--- config.mk ---
export PLATFORM = sky130hd
export DESIGN_NAME = alu_share_arbiter
export DESIGN_NICKNAME = d
export VERILOG_FILES = /design/src/rtl/alu_pkg.sv /design/src/rtl/alu.sv /design/src/rtl/rr_arbiter.sv /design/src/rtl/alu_share_arbiter.sv
export SDC_FILE = /design/constraint.sdc
export NUM_CORES = 1
export LEC_CHECK = 0
export ABC_AREA = 1
export BUFFER_PORTS_ARGS = -buffer_cell sky130_fd_sc_hd__buf_2
export CAP_MARGIN = 15
export CELL_PAD_IN_SITES_DETAIL_PLACEMENT = 0
export CELL_PAD_IN_SITES_GLOBAL_PLACEMENT = 1
export CORE_MARGIN = 2
export CORE_UTILIZATION = 38
export CTS_BUF_LIST = sky130_fd_sc_hd__clkbuf_4 sky130_fd_sc_hd__clkbuf_8
export CTS_CLUSTER_SIZE = 24
export DETAILED_ROUTE_END_ITERATION = 8
export PLACE_DENSITY = 0.93
export SYNTH_ARGS = -nofsm -noshare
export SYNTH_HDL_FRONTEND = slang
export SYNTH_SLANG_ARGS = --single-unit
--- constraint.sdc ---
create_clock -name clk -period 13.35 [get_ports clk]
set_clock_uncertainty 0.2 [all_clocks]
set_input_delay 2.67 -clock clk [delete_from_list [all_inputs] [get_ports clk]]
set_output_delay 2.67 -clock clk [all_outputs]
set_load 0.01 [all_outputs]
--- src/rtl/alu_pkg.sv ---
// rtl/alu_pkg.sv - shared ALU widths, op codes and arbiter state type
//
// Purpose: constants shared by alu, rr_arbiter and alu_share_arbiter.
// Contents: ALU_W / ALU_OP_W widths, ALU op encodings, arbiter FSM states.
package alu_pkg;

  localparam int ALU_W    = 32;
  localparam int ALU_OP_W = 3;

  localparam logic [ALU_OP_W-1:0] ALU_ADD  = 3'b000;
  localparam logic [ALU_OP_W-1:0] ALU_SUB  = 3'b001;
  localparam logic [ALU_OP_W-1:0] ALU_LAND = 3'b010;
  localparam logic [ALU_OP_W-1:0] ALU_LOR  = 3'b011;
  localparam logic [ALU_OP_W-1:0] ALU_LNOR = 3'b100;
  localparam logic [ALU_OP_W-1:0] ALU_XOR  = 3'b101;
  localparam logic [ALU_OP_W-1:0] ALU_SLTU = 3'b110;

  typedef enum logic {
    ST_IDLE = 1'b0,
    ST_RESP = 1'b1
  } arb_state_e;

endpackage

--- src/rtl/alu.sv ---
// rtl/alu.sv - combinational 32-bit ALU
//
// Purpose: single-cycle ALU shared by several requesters.
// Ports:
//   a, b    in  ALU_W     operands
//   op      in  ALU_OP_W  operation select (op 111 behaves as add)
//   result  out ALU_W     result, mod 2^ALU_W
//   zero    out 1         result == 0
module alu
  import alu_pkg::*;
(
  input  logic [ALU_W-1:0]    a,
  input  logic [ALU_W-1:0]    b,
  input  logic [ALU_OP_W-1:0] op,
  output logic [ALU_W-1:0]    result,
  output logic                zero
);

  logic a_nz;
  logic b_nz;

  assign a_nz = |a;
  assign b_nz = |b;

  always_comb begin
    result = '0;
    case (op)
      ALU_SUB:  result = a - b;
      // Logical ops yield a 0/1 result, not a bitwise one.
      ALU_LAND: result = {{(ALU_W-1){1'b0}}, a_nz & b_nz};
      ALU_LOR:  result = {{(ALU_W-1){1'b0}}, a_nz | b_nz};
      ALU_LNOR: result = {{(ALU_W-1){1'b0}}, ~(a_nz | b_nz)};
      ALU_XOR:  result = a ^ b;
      ALU_SLTU: result = {{(ALU_W-1){1'b0}}, a < b};
      default:  result = a + b;
    endcase
  end

  assign zero = (result == '0);

endmodule

--- src/rtl/rr_arbiter.sv ---
// rtl/rr_arbiter.sv - combinational round-robin arbiter
//
// Purpose: picks the first requester after last_grant (wrapping mod NUM_REQ).
// Ports:
//   req         in  NUM_REQ  request vector
//   last_grant  in  ID_W     most recently granted index
//   enable      in  1        when low, grant is forced to zero
//   grant       out NUM_REQ  one-hot grant (zero when none or disabled)
//   grant_id    out ID_W     index of the winner (valid when any req set)
module rr_arbiter #(
  parameter int NUM_REQ = 4,
  parameter int ID_W    = $clog2(NUM_REQ)
) (
  input  logic [NUM_REQ-1:0] req,
  input  logic [ID_W-1:0]    last_grant,
  input  logic               enable,
  output logic [NUM_REQ-1:0] grant,
  output logic [ID_W-1:0]    grant_id
);

  int              idx;
  logic [ID_W-1:0] idx_w;
  logic            found;

  // Search order last_grant+1 .. last_grant+NUM_REQ, so the previous winner
  // is checked last and cannot win twice while others are waiting.
  always_comb begin
    idx      = 0;
    idx_w    = '0;
    found    = 1'b0;
    grant_id = '0;
    for (int k = 1; k <= NUM_REQ; k++) begin
      idx = int'(last_grant) + k;
      if (idx >= NUM_REQ) begin
        idx = idx - NUM_REQ;
      end
      idx_w = ID_W'(idx);
      if (!found && req[idx_w]) begin
        found    = 1'b1;
        grant_id = idx_w;
      end
    end
  end

  always_comb begin
    grant = '0;
    if (found && enable) begin
      grant[grant_id] = 1'b1;
    end
  end

endmodule

--- src/rtl/alu_share_arbiter.sv ---
// rtl/alu_share_arbiter.sv - shares one ALU among NUM_REQ requesters
//
// Purpose: round-robin accepts one operand/op transaction per cycle, registers
// the ALU result/zero flag and returns it to the owning requester.
// Ports:
//   clk, rst    in   clock, asynchronous active-high reset
//   req_valid   in   NUM_REQ        per-requester transaction valid
//   req_ready   out  NUM_REQ        per-requester accept (one-hot or zero)
//   req_a/b     in   NUM_REQ*32     operands, requester i at [32i+31:32i]
//   req_op      in   NUM_REQ*3      op, requester i at [3i+2:3i]
//   rsp_valid   out  NUM_REQ        result pending for owner (one-hot or zero)
//   rsp_ready   in   NUM_REQ        requester takes result (owner bit only)
//   rsp_result  out  32             registered ALU result
//   rsp_zero    out  1              registered ALU zero flag
//   owner_id    out  ID_W           owner of the pending response
//   busy        out  1              response pending
//   ops_done    out  CNT_W          completed response handshakes, wraps
module alu_share_arbiter
  import alu_pkg::*;
#(
  parameter int NUM_REQ = 4,
  parameter int ID_W    = $clog2(NUM_REQ),
  parameter int CNT_W   = 16
) (
  input  logic                        clk,
  input  logic                        rst,
  input  logic [NUM_REQ-1:0]          req_valid,
  output logic [NUM_REQ-1:0]          req_ready,
  input  logic [NUM_REQ*ALU_W-1:0]    req_a,
  input  logic [NUM_REQ*ALU_W-1:0]    req_b,
  input  logic [NUM_REQ*ALU_OP_W-1:0] req_op,
  output logic [NUM_REQ-1:0]          rsp_valid,
  input  logic [NUM_REQ-1:0]          rsp_ready,
  output logic [ALU_W-1:0]            rsp_result,
  output logic                        rsp_zero,
  output logic [ID_W-1:0]             owner_id,
  output logic                        busy,
  output logic [CNT_W-1:0]            ops_done
);

  arb_state_e          state;
  logic [ID_W-1:0]     last_grant;
  logic [NUM_REQ-1:0]  grant;
  logic [ID_W-1:0]     grant_id;
  logic                rsp_hs;
  logic                accept_ok;
  logic                accept;
  logic [ALU_W-1:0]    a_sel;
  logic [ALU_W-1:0]    b_sel;
  logic [ALU_OP_W-1:0] op_sel;
  logic [ALU_W-1:0]    alu_result;
  logic                alu_zero;

  // Taking the response frees the result register in the same cycle, which
  // is what allows one accept per cycle back-to-back.
  assign rsp_hs    = (state == ST_RESP) && rsp_ready[owner_id];
  assign accept_ok = (state == ST_IDLE) || rsp_hs;

  rr_arbiter #(
    .NUM_REQ (NUM_REQ),
    .ID_W    (ID_W)
  ) u_rr_arbiter (
    .req        (req_valid),
    .last_grant (last_grant),
    .enable     (accept_ok),
    .grant      (grant),
    .grant_id   (grant_id)
  );

  assign req_ready = grant;
  assign accept    = |grant;

  always_comb begin
    a_sel  = req_a[grant_id*ALU_W +: ALU_W];
    b_sel  = req_b[grant_id*ALU_W +: ALU_W];
    op_sel = req_op[grant_id*ALU_OP_W +: ALU_OP_W];
  end

  alu u_alu (
    .a      (a_sel),
    .b      (b_sel),
    .op     (op_sel),
    .result (alu_result),
    .zero   (alu_zero)
  );

  always_ff @(posedge clk or posedge rst) begin
    if (rst) begin
      state      <= ST_IDLE;
      rsp_valid  <= '0;
      rsp_result <= '0;
      rsp_zero   <= 1'b0;
      owner_id   <= '0;
      busy       <= 1'b0;
      ops_done   <= '0;
      last_grant <= ID_W'(NUM_REQ - 1);
    end else begin
      if (rsp_hs) begin
        ops_done <= ops_done + CNT_W'(1);
      end
      if (accept) begin
        state      <= ST_RESP;
        busy       <= 1'b1;
        rsp_valid  <= grant;
        rsp_result <= alu_result;
        rsp_zero   <= alu_zero;
        owner_id   <= grant_id;
        last_grant <= grant_id;
      end else if (rsp_hs) begin
        state     <= ST_IDLE;
        busy      <= 1'b0;
        rsp_valid <= '0;
      end
    end
  end

endmodule

# Yosys cells after proc, flatten, opt, wreduce, memory -nomap -nowiden
# Cells that the tools add are included.
# Widths: inputs -> output; s select.
# totals
inputBits,278
output_inout_bits,60
regBits,58
# classes
shifts,3
bitwise_logic,5
n_reduce_logical,15
order_cmp,12
n_mul,1
n_addsub,11
n_mux,30
eq_ne,6
# ops
op,n
$shiftx 128x8->32,2
$pmux 32 s6,1
$reduce_or 32->1,2
$add 32x32->32,1
$logic_not 32->1,1
$lt 32x32->1,1
$sub 32x32->32,1
$xor 32x32->32,1
$lt 2x3->1 const B,6
$add 16x1->16 const B,1
$mux 2,8
$mux 1,12
$mux 4,3
$shiftx 12x5->3,1
$bmux 1 s2,5
$eq 3x3->1 const B,3
$ge 3x3->1 const B,3
$sub 2x1->2 const B,4
$add 2x2->3 const B,2
$eq 3x2->1 const B,2
$logic_and 1x1->1,6
$add 2x3->4 const B,1
$ge 4x3->1 const B,1
$mul 2x2->4 const B,1
11 further kinds,14

# Depth between registers and ports, before layout
# Gate-level depths: netlist of the first run.
# depth
ltp_word,22
ltp_mapped,40
mapped_depth_nobuf,35

# Hierarchy
# Synthesis of the first run repeated with hierarchy kept, for this count alone.
# unflattened
hier_cells,1959
hier_area_um2,10606.4
# by_module_without_submodules
mod,area_each_um2,cells_each,n_inst
alu,5811.8,1203,1
alu_share_arbiter,4435.5,687,1
rr_arbiter,359.1,69,1

# Worst setup path before layout of the first run
# OpenSTA, ideal clock, no wires.
# synth_path
kind,input to output
from,in req_valid[0]
to,out req_ready[1]
cell_stages,12
slack_ns,6.185
path_buffers,2
arrival_ns,4.295
path_cell_list,nand2_1 nand2_1 nand2_1 nand2_1 inv_1 nand3_4 clkbuf_1 clkbuf_1 nand2_1 inv_2 nand2_1 nor2_1
# synth_via
elab_chain_cells,17
# synth_rtl
item,line_no,text
start: declaration,alu_share_arbiter.sv:27,"input logic [NUM_REQ-1:0] req_valid,"
$bmux 1 s2,rr_arbiter.sv:38,if (!found && req[idx_w]) begin
$mux 1 (implied by the code),rr_arbiter.sv:38,
$mux 1,rr_arbiter.sv:38,
$logic_not 1->1,rr_arbiter.sv:38,
$logic_and 1x1->1,rr_arbiter.sv:38,
$mux 1,rr_arbiter.sv:38,
$logic_not 1->1,rr_arbiter.sv:38,
$logic_and 1x1->1,rr_arbiter.sv:38,
$mux 1,rr_arbiter.sv:38,
$logic_not 1->1,rr_arbiter.sv:38,
$logic_and 1x1->1,rr_arbiter.sv:38,
$mux 2,rr_arbiter.sv:38,
$lt 2x3->1 (implied by the code) or $ge 2x1->1 (tied branches),rr_arbiter.sv:48,grant[grant_id] = 1'b1;
$logic_and 1x1->1 (implied by the code),rr_arbiter.sv:48,
$mux 1 (implied by the code),rr_arbiter.sv:48,
$demux 1 s2,-,
$mux 4 *,rr_arbiter.sv:47,if (found && enable) begin
end: declaration,alu_share_arbiter.sv:28,"output logic [NUM_REQ-1:0] req_ready,"
# Mark *: on every way between the ends. The rest lies on a longest branch, timed or not. The select of a mux whose other input is x is not followed.

# Worst setup path after layout of the first run
# layout_path
from,in req_valid[0]
to,reg rsp_zero
# layout_via
elab_chain_cells,18
# layout_rtl
item,line_no,text
"parallel branches: the longest is 18 deep, another holds $bmux 1 s2",-,
end signal: assignment,alu_share_arbiter.sv:106,rsp_zero <= alu_zero;
end: declaration,alu_share_arbiter.sv:35,"output logic rsp_zero,"
# Parallel ways; which one is timed is not known. The select of a mux whose other input is x is not followed.
# A chain may end at the register's enable or synchronous reset.

==> metrics.md, run 1 <==
| Metric | Value |
|---|---|
| Pre-CTS WS | about 4.2 ns |
| RSZ-0062 raised after global routing | false |
| Clock Sinks | 58 |
| Detailed Route Iter0 Violations | between 1,500 and 2,000 |
| FF-to-FF End | rsp_zero |
| Initial Util | 38.7% |
| Dominant cell type by area after synthesis | nand2_1 |
| Simple-gate share of the synthesized area | approximately 54% |
| Ys flop type | dfrtp_1 |
| First-pass GRT wire length | roughly 82,000 um |
| Die area | around 0.033 mm^2 |
| Cts bufs inserted | 9 |
| Max clock buf depth | 2 |
| R2R setup slack | 5.96 ns |
| Status | completed |
| Final hold violation count | 0 |
| Minimum clock period after layout | a little over 9 ns |
| Area Overhead vs Synth | 15.5% |
| Die Wd | around 180 um |
| Count leader, synth | nand2_1 |
| Max Fanout on Critical Path | 170 |
| Reg2Reg Depth | 35 |
| Mapped Cells | 2,293 |
| DR WL/cell | between 15 and 20 um |
| Synth cell count leaders | nand2_1 (955), nand3_1 (248), nor2_1 (248) |
| Crit share post-route | about 68% |
| Hold Path Class | reg -> reg |
| Synth unique cells | 46 |
| Dominant cells by area after synthesis | nand2_1 (30%), dfrtp_1 (12%), nand3_1 (10%) |
| Cell mode on critical path | nand2_1 |
| Final WL | around 54,000 um |
| Via density | 5.43 |
| # IOs | between 300 and 400 |
| # DRC | 0 |
| Synthesized area per cell | 5.17 um^2 |
| TritonCTS clock tree | built |
| Hpwl dp | ~44,000 um |
| Synth Cell Area | around 0.012 mm^2 |
| CP startpoint kind | input pin |
| Slew HR | between 20% and 30% |
| Vias in the first global route | about 14,000 |
| WHS Endpoint | ops_done[15] |
| Compound-cell area share of the yosys netlist | a little under an eighth |
| Asr flop ratio synth | 100% |
| Vias | around 16,000 |
| Fin nets | 2,877 |
| Number of setup violations in the final report | 0 |
| Adder-Cell Fraction of Synth Area | 7.09% |
| Worst hold path cell count | 1 |
| Max incr delay on CP | about 0.69 ns |
| Fin worst setup slack | around 4.3 ns |
| Crit Path Class | in -> reg |
| Yosys reg bits | 58 |
| Fill cell count | 3,491 |
| Post-synth EDFFs | 0 |
| Die height | around 180 um |
| CP endpoint kind | flop |
| Worst-Skew Late Latency | between 0.3 and 0.4 ns |
| CP arrival | 9.13 ns |
| Global Route Usage Sum | a little under a third |
| Htree depth | 3 |
| Syn Nets | between 2,000 and 3,000 |
| GP Congestion | between 0.9 and 1 |
| Synth Area in XOR/XNOR | under 10% |
| Row count | 64 |
| DR pass1 iterations | 6 |
| Layout cells sized above 1 | around 15% |
| Max-slew violation count | 0 |
| Mux cell area share after synthesis | 0% |
| Worst-Margin Slew | about 1.1 ns |
| Worst Path Required | around 13 ns |
| Core Area | 0.0307 mm^2 |
| Maxcap violations | 0 |
| GRT overflow | 0 |
| Port Buffers | 337 |
| Clk slew on worst S/H paths | 0.07 ns |
| Largest net degree at the start of global routing | 171 |
| Register area share after synthesis | between 10% and 20% |
| Initial antenna violation count | 7 |
| Synth warn | 0 |
| Final setup TNS | 0 ns |
| Post-CTS sizing | 0 |
| Largest family of logic cells by synthesized area | simple AND/OR/NAND/NOR gates |
| CP max-delay cell | nand3_4 |
| # Post-CTS Setup Buffers | 0 |
| Routed Antenna Nets | 0 |
| Worst Min Path Start | ops_done[15] |
| Reg2reg start | last_grant[0] |
| Post-CTS Hold Fix Bufs | 0 |
| Root Driver | clkbuf_8 |
| Top cell type's share of synthesized area | approximately 30% |
| Max Fclk | around 0.11 GHz |
==> critical path, delay by kind of cell <==
| family | cells | cell delay (ns) |
|---|---|---|
| compound gates | 3 | 1.03 |
| fa+ha+maj | 1 | 0.38 |
| buf+inv | 6 | 1.32 |
| simple gates | 24 | 3.56 |
==> routing by layer <==
layer | global-route usage, % | up-vias | part of all wire [%] | wire [um]
li1 | - | 7810 | - | -
met1 | 41.9 | 7165 | 42 | 22600
met2 | 50.9 | 866 | 45 | 24000
met3 | 5.56 | 95 | 9.5 | 5140
met4 | 11.7 | 6 | 3.8 | 2070
met5 | 0 | - | 0.083 | 45
==> cell type report <==
cell class              count  area (um^2)  area share, %
inverters                 203          764           5.58
clock buffers              11          145           1.06
repair buffers            348         1780           13.0
well taps                 396          495           3.62
diodes                      3         7.51         0.0548
flip-flops and latches     58         1450           10.6
clock inverters             5         30.0          0.219
multi-input cells        1913         9020           65.8
==> stage by stage <==
stage	util (%)	hold slack (ns)	std cells	instance area [um^2]
global route	44.7	0.296	2937	13700
finish	44.7	0.274	2937	13700
global placement	44.1	0.257	2918	13500
detailed placement	44.1	0.266	2918	13500
CTS	44.6	0.279	2934	13700
floorplan	-	0.307	2293	11900
==> worst max path at each step <==
stage | from | endpoint | slack (ns) | depth (start not counted)
5_1_grt | req_valid[0] | rsp_zero | 3.77 | 33
2_1_floorplan | req_valid[0] | req_ready[1] | 6.19 | 12
3_3_place_gp | req_valid[0] | rsp_zero | 4.27 | 35
3_5_place_dp | req_valid[0] | rsp_zero | 4.19 | 35
4_1_cts | req_valid[0] | req_ready[1] | 4.46 | 13
6_report | req_valid[0] | rsp_zero | 4.29 | 34
==> layout by cell type, fill, tap and decap left out, drive strengths merged, types with 5 or more instances in the layout <==
cell type and count:
nand2 960, dfrtp 56, buf 348, xnor2 6
a31o 5, nand4 67, nor3 20, clkbuf 11
inv 203, xor2 35, o21ai 96, a31oi 19
ha 64, nor2 252, a21oi 99, nand3 251
==> cell families (layout without fill, tap and decap cells) <==
| family | count (synthesis) | after routing |
|---|---|---|
| flip-flops | 58 | 58 |
| adder cells (fa/ha/maj) | 66 | 66 |
| AO/OA/AOI/OAI | 245 | 245 |
| buffers and inverters | 322 | 567 |
| XOR/XNOR | 41 | 41 |
| AND/OR/NAND/NOR | 1561 | 1561 |
| other | 0 | 3 |
==> sequential cells by signal, indices dropped and copies added, names as in the netlist <==
register / flops
last_grant: 2
ops_done: 16
owner_id: 2
rsp_result: 32
rsp_valid: 4
rsp_zero: 1
state: 1
Power of run 1 is left out: the tool's default activity adds up to more than one toggle a clock period on the data nets, which glitch-free logic cannot reach.
==> inputs of run 2 (changes only) <==
CORE_UTILIZATION = 32   (was 38)
PLACE_DENSITY = 0.84   (was 0.93)
clock period = 8.2 ns   (was 13.35 ns; I/O delays follow)
==> run 2 against run 1 <==
Effect of this change: count of clock-buffer cells in the layout down 2; sequential share of layout area down 0.25 points; routed wire length up 7.2%.
==> metrics.md, run 2 (same netlist as run 1, synthesis figures left out) <==
| Metric | Value |
|---|---|
| # DRC | 0 (unchanged) |
| M3 GR Usage | 3.95% (-1.6 points) |
| WHS Endpoint | ops_done[15] |
| Status | completed |
| GP Congestion | 0.984 (+0.63%) |
| Gr busiest metal | met2 |
| Reg2reg start | last_grant[0] |
| Final hold violation count | 0 (unchanged) |
| Worst hold path cell count | 1 (unchanged) |
| Worst-Margin Slew | 1.13 ns (+0.0589 ns) |
| Most common cell after layout, fill and taps aside | nand2_1 |
| Cts bufs inserted | 9 (unchanged) |
| Global Route Usage Sum | 28.9% (-2.7 points) |
| # Post-CTS Setup Buffers | 0 (unchanged) |
| Hpwl dp | 48,100 um (+8.9%) |
| Core Area | 0.0365 mm^2 (+19%) |
| Worst Path Required | 8.28 ns (-5.14 ns) |
| Worst Min Path Start | ops_done[15] |
| Top reg by flops | rsp_result |
| Die height | 197 um (+8.8%) |
| Commonest cells after routing, fill and taps aside | nand2_1 (954), buf_2 (337), nand3_1 (248) |
| Number of setup violations in the final report | 0 (unchanged) |
| CP endpoint kind | flop |
| Max-slew violation count | 0 (unchanged) |
| CP max-delay cell | buf_4 |
| Max Fclk | about 0.14 GHz |
| Maxcap violations | 0 (unchanged) |
| Die Wd | 197 um (+8.8%) |
| Worst hold slack | 0.266 ns (-0.00736 ns) |
| Clk slew on worst S/H paths | 0.07 ns (about the same) |
| Fill cell count | 4,179 (+20%) |
| RSZ-0062 raised after global routing | false |
| Post-CTS sizing | 0 (unchanged) |
| CP startpoint kind | input pin |
| Crit share post-route | between 80 and 90% |
| Max reg flops | 32 (unchanged) |
| # IOs | 338 (unchanged) |
| Layout cells sized above 1 | 16.1% (+0.69 points) |
| Max clock buf depth | 2 (unchanged) |
| Vias in the first global route | 14,800 (+2.2%) |
| Die area | 0.0386 mm^2 (+18%) |
| Worst-Skew Late Latency | 0.34 ns (about the same) |
| Port Buffers | 337 (unchanged) |
| DR WL/cell | 19.1 um (+4.0%) |
| Detailed Route Iter0 Violations | 1,186 (-32%) |
| Area of all placed cells without fillers | 0.0140 mm^2 (+2.4%) |
| Row count | 70 (+9.4%) |
| TritonCTS clock tree | built |
| Post-CTS Hold Fix Bufs | 0 (unchanged) |
| Clock Sinks | 58 (unchanged) |
| GR Util met1 | 39.0% (-2.9 points) |
| Max Fanout on Critical Path | 61 (-64%) |
| Final WL | 57,800 um (+7.2%) |
| Vias | 16,000 (+0.18%) |
| Crit Path Class | in -> reg |
| DP Area | 0.0138 mm^2 (+2.1%) |
| Regs by FF count | rsp_result (32), ops_done (16), rsp_valid (4) |
| Htree depth | 3 (unchanged) |
| Largest net degree at the start of global routing | 173 (+1.2%) |
| Max incr delay on CP | 0.52 ns (-0.17 ns) |
| FF-to-FF End | rsp_zero |
| Grt met2 use | 47.8% (-3.1 points) |
| Cell mode on critical path | nand2_1 |
| Minimum clock period after layout | 7.08 ns |
| Slew HR | 24.7% (-3.9 points) |
| Reg2Reg Depth | 33 (-5.7%) |
| GRT overflow | 0 (unchanged) |
| Area Overhead vs Synth | 18.3% |
| Routed Antenna Nets | 0 (unchanged) |
| R2R setup slack | 1.75 ns (-4.21 ns) |
| Initial Util | 32.5% (-6.2 points) |
| Util after Layout | 38.4% (-6.2 points) |
| Fin nets | 2,898 (+0.73%) |
| CP arrival | 7.16 ns (-1.97 ns) |
| Via density | 5.27 (-2.8%) |
| Hold Path Class | reg -> reg |
| Final setup TNS | 0 ns (unchanged) |
| Initial antenna violation count | 3 (-4) |
| First-pass GRT wire length | 86,300 um (+5.6%) |
| DR pass1 iterations | 6 (unchanged) |
| Root Driver | clkbuf_8 |
## run 2: how the worst max path moves through the flow
| stage | endpoint | startpoint | cells past startpoint |
|---|---|---|---|
| finish | rsp_zero | req_valid[2] | 33 |
| global route | rsp_zero | req_valid[2] | 33 |
| floorplan | rsp_zero | req_valid[3] | 34 |
| CTS | rsp_zero | req_valid[2] | 33 |
| global placement | rsp_zero | req_valid[0] | 29 |
| detailed placement | rsp_zero | req_valid[2] | 33 |
## run 2: cell type report
cell class | count | area, um^2 | area share, %
timing repair buffer | 369 | 1980 | 14.1
inverter | 203 | 764 | 5.45
clock inverter | 7 | 101 | 0.722
clock buffer | 9 | 124 | 0.883
antenna | 1 | 2.50 | 0.0178
tap | 468 | 586 | 4.17
multi-input combinational | 1913 | 9020 | 64.3
sequential | 58 | 1450 | 10.4
## run 2: per-layer routing
metal | up-vias | routed length (um) | part of all wire [%]
li1 | 7863 | - | -
met1 | 7335 | 25700 | 44
met2 | 699 | 26000 | 45
met3 | 69 | 4320 | 7.5
met4 | 4 | 1710 | 3.0
met5 | - | 23 | 0.040
## run 2: critical path, delay by kind of cell
kind	cells	cell delay [ns]
adders and majority gates	2	0.66
buffers and inverters	5	0.84
and+or+nand+nor	24	3.00
AOI/OAI and AO/OA	2	0.96
## run 2: through the flow
step,std cells,setup WS [ns]
floorplan,2293,2.61
global placement,3011,1.08
detailed placement,3011,0.896
CTS,3027,1.24
global route,3027,0.698
finish,3028,1.12
Power of run 2 is left out for the same reason.
==> inputs of run 3 (changes only) <==
REMOVE_ABC_BUFFERS = 1   (was unset)
SLEW_MARGIN = 10   (was unset)
==> run 3 against run 2 <==
Effect of this change: non-clock buffer count is 7 lower; sequential share of layout area rose by 0.093 points; final cell count fell by 0.30%; routed wire length down 11%; global-route usage decreased by 3.0 points; utilization is 0.34 points lower; first-iteration DRC count is 2.3% lower; register-to-register slack improved by 0.53 ns; worst setup slack better by 0.45 ns; flip-flop and latch count unchanged; maximum frequency grew 6.8%; critical endpoint unchanged; highest routed layer unchanged.
==> metrics.md, run 3 (same netlist as run 1, synthesis figures left out) <==
| Metric | Value |
|---|---|
| Fin nets | 2,891 (-0.24%) |
| Met2 wire len | 22,800 um (-12%) |
| Cell mode on critical path | nand2_1 |
| Worst hold slack | 0.269 ns (+0.00295 ns) |
| Vias | 15,700 (-1.9%) |
| Top layer in use | met5 |
| Final non-filler cell total | 3,019 (-0.30%) |
| Port Buffers | 337 (unchanged) |
| # DRC | 0 (unchanged) |
| # Post-CTS Setup Buffers | 0 (unchanged) |
| Core Area | 0.0365 mm^2 (unchanged) |
| CP endpoint kind | flop |
| Max-slew violation count | 0 (unchanged) |
| Root Driver | clkbuf_8 |
| Vias in the first global route | 14,600 (-1.4%) |
| Util after Layout | 38.1% (-0.34 points) |
| Post-CTS sizing | 0 (unchanged) |
| GP Congestion | 0.978 (-0.56%) |
| GRT overflow | 0 (unchanged) |
| Worst-Skew Late Latency | 0.34 ns (about the same) |
| Final hold violation count | 0 (unchanged) |
| Top reg by flops | rsp_result |
| Area of all placed cells without fillers | 0.0139 mm^2 (-0.89%) |
| Cts bufs inserted | 9 (unchanged) |
| Crit Path Class | in -> reg |
| Initial antenna violation count | 1 (-2) |
| Regs by FF count | rsp_result (32), ops_done (16), rsp_valid (4) |
| Clk slew on worst S/H paths | 0.06 ns (about the same) |
| Initial Util | 32.5% (unchanged) |
| Largest net degree at the start of global routing | 135 (-22%) |
| Htree depth | 3 (unchanged) |
| Area Overhead vs Synth | 17.2% |
| CP max-delay cell | buf_4 |
| Worst Path Required | 8.28 ns (about the same) |
| Met3 WL | 3600 um (-17%) |
| Max Fclk | 0.151 GHz (+6.8%) |
| CP startpoint kind | input pin |
| Fill cell count | 4,137 (-1.0%) |
| Layout cells sized above 1 | 15.8% (-0.26 points) |
| RSZ-0062 raised after global routing | false |
| Row count | 70 (unchanged) |
| Placed cells | 3,004 (-0.23%) |
| DP Area | 0.0137 mm^2 (-0.65%) |
| CP arrival | 6.71 ns (-0.45 ns) |
| First-pass GRT wire length | 79,800 um (-7.5%) |
| Max Fanout on Critical Path | 62 (+1.6%) |
| DR WL/cell | 17.0 um (-11%) |
| # IOs | 338 (unchanged) |
| Hpwl dp | 41,900 um (-13%) |
| Via density | 5.19 (-1.6%) |
| Hold Path Class | reg -> reg |
| Maxcap violations | 0 (unchanged) |
| Max clock buf depth | 2 (unchanged) |
| Die Wd | 197 um (unchanged) |
| Metal-1 WL | 24,300 um (-5.5%) |
| Worst-Margin Slew | 0.765 ns (-0.361 ns) |
| Clock Sinks | 58 (unchanged) |
| Die area | 0.0386 mm^2 (unchanged) |
| Number of setup violations in the final report | 0 (unchanged) |
| Commonest cells after routing, fill and taps aside | nand2_1 (954), buf_2 (337), nand3_1 (248) |
| Routed Antenna Nets | 0 (unchanged) |
| Final WL | 51,300 um (-11%) |
| TritonCTS clock tree | built |
| Status | completed |
| Crit share post-route | 80.9% (-5.5 points) |
| Slew HR | 48.9% (+24 points) |
| Detailed Route Iter0 Violations | 1,159 (-2.3%) |
| Antenna Cells | 0 (-1) |
| DR pass1 iterations | 6 (unchanged) |
| Global Route Usage Sum | 25.9% (-3.0 points) |
| Most common cell after layout, fill and taps aside | nand2_1 |
| Minimum clock period after layout | 6.63 ns (-0.452 ns) |
| Max reg flops | 32 (unchanged) |
| Die height | 197 um (unchanged) |
| Max incr delay on CP | 0.53 ns (about the same) |
| Post-CTS Hold Fix Bufs | 0 (unchanged) |
## run 3: final cells by class
cell class / count / area, um^2 / area share [%]
Timing Repair Buffer: 362 / 1890 / 13.6
Inverter: 203 / 764 / 5.50
Clock buffer: 12 / 153 / 1.10
Clock inverter: 3 / 40.0 / 0.288
Tap cell: 468 / 586 / 4.21
Multi-Input combinational cell: 1913 / 9020 / 64.9
Sequential cell: 58 / 1450 / 10.5
## run 3: final timing paths
kind / start / endpoint / slack (ns) / cells past startpoint
hold / removal: ops_done[15] / ops_done[15] / 0.27 / 1
min in group asynchronous: rst / rsp_result[2] / 1.29 / 3
setup reg to reg: last_grant[0] / rsp_zero / 2.28 / 32
setup / recovery: req_valid[0] / rsp_zero / 1.57 / 33
max in group asynchronous: rst / ops_done[6] / 6.01 / 3
hold reg to reg: ops_done[15] / ops_done[15] / 0.27 / 1
## run 3: per-layer routing
metal  vias up  track usage [%]
li1       7845                -
met1      7205             37.4
met2       589             41.8
met3        29             2.94
met4         2             4.38
met5         -                0
## run 3: worst max-delay path, delay by kind of cell
| family | cells | cell delay [ns] |
|---|---|---|
| AND/OR/NAND/NOR | 24 | 2.55 |
| buffers and inverters | 6 | 1.29 |
| AO/OA/AOI/OAI | 2 | 0.82 |
| adder cells (fa/ha/maj) | 1 | 0.36 |
## run 3: metrics by stage
step           setup TNS, ns  setup WS, ns
2_1_floorplan         -35.01         -1.64
3_3_place_gp               0          1.37
3_5_place_dp               0          1.29
4_1_cts                    0          1.61
5_1_grt                    0         0.855
6_report                   0          1.57
Power of run 3 is left out for the same reason.
